===== config.mk =====
export PLATFORM = sky130hd
export DESIGN_NAME = pipeline_ctrl
export DESIGN_NICKNAME = d
export VERILOG_FILES = /design/src/rtl/pipeline_ctrl.sv
export SDC_FILE = /design/constraint.sdc
export NUM_CORES = 1
export LEC_CHECK = 0
export ABC_AREA = 1
export CAP_MARGIN = 5
export CELL_PAD_IN_SITES_DETAIL_PLACEMENT = 0
export CELL_PAD_IN_SITES_GLOBAL_PLACEMENT = 1
export CORE_MARGIN = 2
export CORE_UTILIZATION = 32
export DETAILED_ROUTE_END_ITERATION = 7
export HOLD_SLACK_MARGIN = 0.06
export MAX_ROUTING_LAYER = met4
export PLACE_DENSITY_LB_ADDON = 0.1
export SLEW_MARGIN = 20
export SYNTH_ARGS = -nofsm -noshare
export SYNTH_HDL_FRONTEND = slang
export SYNTH_SLANG_ARGS = --single-unit

===== constraint.sdc =====
create_clock -name i_clock -period 2.81 [get_ports i_clock]
set_input_delay 0.281 -clock i_clock [delete_from_list [all_inputs] [get_ports i_clock]]
set_output_delay 0.281 -clock i_clock [all_outputs]
set_load 0.01 [all_outputs]

===== src/rtl/pipeline_ctrl.sv =====
// Central sequencer for the 5-stage MIPS pipeline.
// Handles continuous run, single-step and halt-drain sequencing, and a
// sticky watchdog for excessively long hazard stalls.
module pipeline_ctrl #(
   parameter int unsigned N_DRAIN      = 4,
   parameter int unsigned NB_DRAIN_CNT = 3,
   parameter int unsigned MAX_STALL    = 2,
   parameter int unsigned NB_STALL_CNT = 2,
   parameter bit          DELAY_SLOT   = 1'b1
) (
   input  logic       i_clock,
   input  logic       i_reset,
   input  logic       i_valid,
   input  logic       i_mode,
   input  logic       i_step,
   input  logic       i_resume,
   input  logic       i_hazard,
   input  logic       i_branch_taken,
   input  logic       i_halt_id,
   output logic       o_pc_we,
   output logic       o_ifid_we,
   output logic       o_ifid_flush,
   output logic       o_idex_bubble,
   output logic       o_pipe_en,
   output logic       o_halted,
   output logic       o_stall_err,
   output logic [2:0] o_state
);

   localparam logic [2:0] RUN       = 3'd0;
   localparam logic [2:0] STEP_WAIT = 3'd1;
   localparam logic [2:0] STEP_GO   = 3'd2;
   localparam logic [2:0] DRAIN     = 3'd3;
   localparam logic [2:0] HALTED    = 3'd4;

   localparam logic [NB_DRAIN_CNT-1:0] DRAIN_LOAD = NB_DRAIN_CNT'(N_DRAIN - 1);
   localparam logic [NB_STALL_CNT-1:0] STALL_MAX  = NB_STALL_CNT'(MAX_STALL);

   logic [2:0]              state_q, state_d;
   logic [NB_DRAIN_CNT-1:0] drain_cnt_q, drain_cnt_d;
   logic [NB_STALL_CNT-1:0] stall_cnt_q, stall_cnt_d;
   logic                    stall_err_q, stall_err_d;

   logic pc_we, ifid_we, ifid_flush, idex_bubble, pipe_en;

   // Next-state and control decode; i_valid=0 leaves every *_d at its *_q
   always_comb begin
      state_d     = state_q;
      drain_cnt_d = drain_cnt_q;
      stall_cnt_d = stall_cnt_q;
      stall_err_d = stall_err_q;
      pc_we       = 1'b0;
      ifid_we     = 1'b0;
      ifid_flush  = 1'b0;
      idex_bubble = 1'b0;
      pipe_en     = 1'b0;
      if (i_valid) begin
         case (state_q)
            RUN, STEP_GO: begin
               pipe_en = 1'b1;
               if (i_hazard) begin
                  // ID is not final during a stall: branch and halt wait
                  idex_bubble = 1'b1;
                  if (stall_cnt_q == STALL_MAX) begin
                     stall_err_d = 1'b1;
                  end else begin
                     stall_cnt_d = stall_cnt_q + 1'b1;
                  end
               end else begin
                  stall_cnt_d = '0;
                  if (i_halt_id) begin
                     ifid_flush  = 1'b1;
                     idex_bubble = 1'b1;
                  end else begin
                     pc_we      = 1'b1;
                     ifid_we    = 1'b1;
                     ifid_flush = i_branch_taken & ~DELAY_SLOT;
                  end
               end
               if (!i_hazard && i_halt_id) begin
                  state_d     = DRAIN;
                  drain_cnt_d = DRAIN_LOAD;
               end else if (state_q == STEP_GO || i_mode) begin
                  state_d = STEP_WAIT;
               end
            end
            STEP_WAIT: begin
               if (!i_mode) begin
                  state_d = RUN;
               end else if (i_step) begin
                  state_d = STEP_GO;
               end
            end
            DRAIN: begin
               idex_bubble = 1'b1;
               pipe_en     = 1'b1;
               // Counter is loaded with N_DRAIN-1 and leaves when it reaches 0,
               // so DRAIN lasts N_DRAIN-1 cycles after the halt cycle
               if (drain_cnt_q <= NB_DRAIN_CNT'(1)) begin
                  drain_cnt_d = '0;
                  state_d     = HALTED;
               end else begin
                  drain_cnt_d = drain_cnt_q - 1'b1;
               end
            end
            HALTED: begin
               if (i_resume) begin
                  state_d = i_mode ? STEP_WAIT : RUN;
               end
            end
            default: state_d = RUN;
         endcase
      end
   end

   // State registers with synchronous active-high reset
   always_ff @(posedge i_clock) begin
      if (i_reset) begin
         state_q     <= RUN;
         drain_cnt_q <= '0;
         stall_cnt_q <= '0;
         stall_err_q <= 1'b0;
      end else begin
         state_q     <= state_d;
         drain_cnt_q <= drain_cnt_d;
         stall_cnt_q <= stall_cnt_d;
         stall_err_q <= stall_err_d;
      end
   end

   // Outputs are masked while reset is asserted
   always_comb begin
      o_pc_we       = pc_we & ~i_reset;
      o_ifid_we     = ifid_we & ~i_reset;
      o_ifid_flush  = ifid_flush & ~i_reset;
      o_idex_bubble = idex_bubble & ~i_reset;
      o_pipe_en     = pipe_en & ~i_reset;
      o_halted      = (state_q == HALTED) & ~i_reset;
      o_stall_err   = stall_err_q & ~i_reset;
      o_state       = state_q;
   end

endmodule


==> results.txt <==
- Routed Antenna Nets: 0
- Synth area leaders: dfxtp_1 29%, nand2_1 11%, a21oi_1 8.8%, inv_1 8.4%, nor2_1 7.8%
* H-tree lvl count: 1
- After clock tree synthesis, the flow added hold-fix buffers numbering 0.
* Fraction of synthesized cell area taken by the top area cell type: between 20% and 30%
- Arrival time worst endpoint: 1920 ps
* Placer Congestion: between 0.7 and 0.8
* Max Clk Rate: 454 MHz
- VDD sags by at most 249 uV.
- For this design the ratio of total power to cell area is 514 mW/mm^2.
* Crit path time final: 2200 ps
* Overall global routing resource usage: 14.3%
* Required time at the endpoint of the critical path: between 2000 and 3000 ps
* CTS sink count: 9
- Synthesized area divided by synthesized cell count: a little over 6 sq um
- Number of cell rows: 16
* Overflow left after global routing: 0
- From synthesis to final layout, the design area changed by 34.9%.
* Overall routed net length: 1.45 mm
- The worst register-to-register path has a setup slack of 1490 ps.
- Path class of the lowest-slack min-delay path: flop to flop
* Routed len/inst: 9.78 um
- The via count of the first global-routing pass came to 634.
* Number of post-CTS setup repair buffers: 0
* Unrepaired setup endpoints after global routing: false
* Kind of critical path: flop to output port
- In this run, post-CTS repair resized a total of 0 instances.
- Final-report max-slew violation count: 0
- Traced cell by cell, the critical path runs through nand3_2 -> nand2_2 -> nand2_1 -> nor3_1 -> clkdlybuf4s50_1.
- CTS placed an instance of clkbuf_4 at the clock tree root.
- Worst skew pair latency: about 260 ps
- Nets: 133
- Once detailed placement completed, the half-perimeter wirelength came to 1.15 mm.
* Launch instance of the worst register-to-register path: stall_cnt_q[0]
- Along the worst path, the maximum fanout reaches 8.
* Total standard cell area after synthesis: 628 sq um
- The number of clock buffers added by TritonCTS is 3.
- The flow ran to the end, and the final reports show no timing, DRC or antenna violations.
* Flip-flop and latch count after synthesis: 9
- At the pin with the least slew margin, the transition time is ~320 ps.
- The largest individual stage delay along the critical path comes from the cell clkdlybuf4s50_1.
- Number of hold violations in the final report: 0
- In the final layout, the share of cells above drive strength 1 is between 10% and 20%.
- Summed over all cells, the static leakage comes to 0.378 nW.
- From left edge to right edge, the die measures 48.3 um.
- Crit path buffers/inverters: 1
- STA classifies the critical path endpoint as an output port.
- The detailed router placed 667 vias in this run.
- Area of the core: 0.00190 sq mm
- The Yosys step of the flow raised 0 warnings.
- Share of the yosys chip area belonging to registers: between 20 and 30%
- In the routed design, unresolved DRC markers number 0.
* Capturing point of the worst reg2reg path: stall_cnt_q[1]
- Worst path depth: 5
* Wire length of the first global-routing pass: 2.63 mm
* Clock-pin slew of the registers on the worst-case setup and hold paths: roughly 60 ps
- Clock tree from TritonCTS: yes
* Worst setup path startpoint: o_state[1]
* First DRT Iteration DRCs: 15
* Critical Path End: o_ifid_we
* Setup TNS: 0 ps
- IO Port Bufs: 17
* Initial cell density of the core: 33.0%
- Pin count of the biggest net entering global routing: 10
- IO Count: 19
- The repair_antennas step left the layout with diodes totalling 0.
* Leading cell types in the layout, fill and taps excluded: 19 x nand2_1, 17 x clkdlybuf4s50_1, 14 x inv_1
* Per-cell via count in the routed design: 4.51
* Number of buffers on the longest clock path: 2
- Worst clock skew: 6.94 ps
* Syn nets: 113
- Worst slew margin: ~80%
- Slowest Stage Delay on Critical Path: approximately 600 ps
* Most common cell after layout, fill and taps aside: nand2_1
- Reported max-cap violation count: 0
* Fraction of the cycle the final worst path needs: 78.4%
- Area of the die: 0.00233 sq mm
- The number of cells on the worst reg-to-reg path is 8.
* Number of cells produced by synthesis: 102
* Family with the most delay on the worst path: simple AND/OR/NAND/NOR gates
* Fill cells: 210
* Die Height: 48.3 um
- The initial antenna violation count came to 0.
* Setup-violating endpoint count in the final report: 0
- STA classifies the critical path startpoint as a flop.
- The netlist uses 21 different library cells.
- Before antenna repair, the detailed router went through 4 iterations.
- Area leader, netlist: dfxtp_1
* Minimum hold slack: 494 ps
## sequential cells by signal (all words and copies together), names as in the netlist
name / flops
o_state: 3
stall_cnt_q: 2
stall_err_q: 1
drain_cnt_q: 3
## worst min-delay path by stage
| stage | from | endpoint | slack (ps) | cells past startpoint |
|---|---|---|---|---|
| 6_report | drain_cnt_q[1] | drain_cnt_q[1] | 490 | 2 |
| 4_1_cts | drain_cnt_q[1] | drain_cnt_q[1] | 500 | 2 |
| 5_1_grt | drain_cnt_q[1] | drain_cnt_q[1] | 520 | 2 |
| 2_1_floorplan | i_hazard | stall_cnt_q[0] | 430 | 2 |
| 3_5_place_dp | drain_cnt_q[1] | drain_cnt_q[1] | 490 | 2 |
| 3_3_place_gp | stall_err_q | stall_err_q | 470 | 2 |
## tightest hold or removal path, cell delays in order (launching register included)
cell,delay [ps]
dfxtp_1,320
o21ai_1,70
nor2_1,70
## cells by family (layout without fill, tap and decap cells)
| kind of cell | count (synthesis) | count (layout) | synth area share [%] |
|---|---|---|---|
| DFF | 9 | 9 | 28.7 |
| and+or+nand+nor | 55 | 55 | 41.2 |
| adders and majority gates | 2 | 2 | 3.98 |
| AOI/OAI and AO/OA | 18 | 18 | 14.5 |
| buffers and inverters | 18 | 37 | 11.6 |
## through the flow
stage | area [sq um] | total power, W | worst slack (ps) | instances | utilization (%)
6_report | 847 | 0.000436 | 607 | 148 | 44.5
4_1_cts | 847 | 0.000444 | 588 | 148 | 44.5
3_5_place_dp | 821 | 0.000341 | 648 | 144 | 43.2
5_1_grt | 847 | 0.000481 | 468 | 148 | 44.5
2_1_floorplan | 628 | 0.000283 | 1200 | 102 | -
3_3_place_gp | 821 | 0.000340 | 661 | 144 | 43.2
## power by group
group | total [W] | internal [W] | switching, W | leakage, nW
Combinational | 0.000172 | 0.0000742 | 0.0000981 | 0.289
Clock | 0.0000991 | 0.0000546 | 0.0000445 | 0.0150
Sequential | 0.000164 | 0.000146 | 0.0000181 | 0.0741
## Yosys cell counts
| cell | number |
|---|---|
| nand2_1 | 19 |
| buf_4 | 1 |
| nor2_1 | 13 |
| clkbuf_1 | 1 |
| nor3_1 | 5 |
| nand3b_1 | 2 |
| dfxtp_1 | 9 |
| nand3_1 | 4 |
| nand2_2 | 5 |
| ha_1 | 2 |
| inv_2 | 1 |
| o22ai_1 | 1 |
| and2_1 | 1 |
| nor4_1 | 1 |
| o21ai_0 | 5 |
| inv_1 | 14 |
| nor2_2 | 4 |
| nand3_2 | 1 |
| a21oi_1 | 11 |
| clkinv_2 | 1 |
| o21ai_1 | 1 |
## final cells by class
type                       instances  area (sq um)  area share, %
clock buffer                       4          26.3           3.10
inverter                          16          61.3           7.24
multi-input combinational         75           375           44.3
sequential                         9           180           21.3
tap                               27          33.8           3.99
timing repair buffer              17           170           20.1
## routing by layer
layer	global-route usage [%]	routed length (um)	part of all wire (%)
met5	-	0	0
met4	4.29	9	0.62
met3	2.47	72	5.0
met2	22.0	636	44
met1	19.4	729	50
No activity file was read; power rests on OpenSTA's default activity.
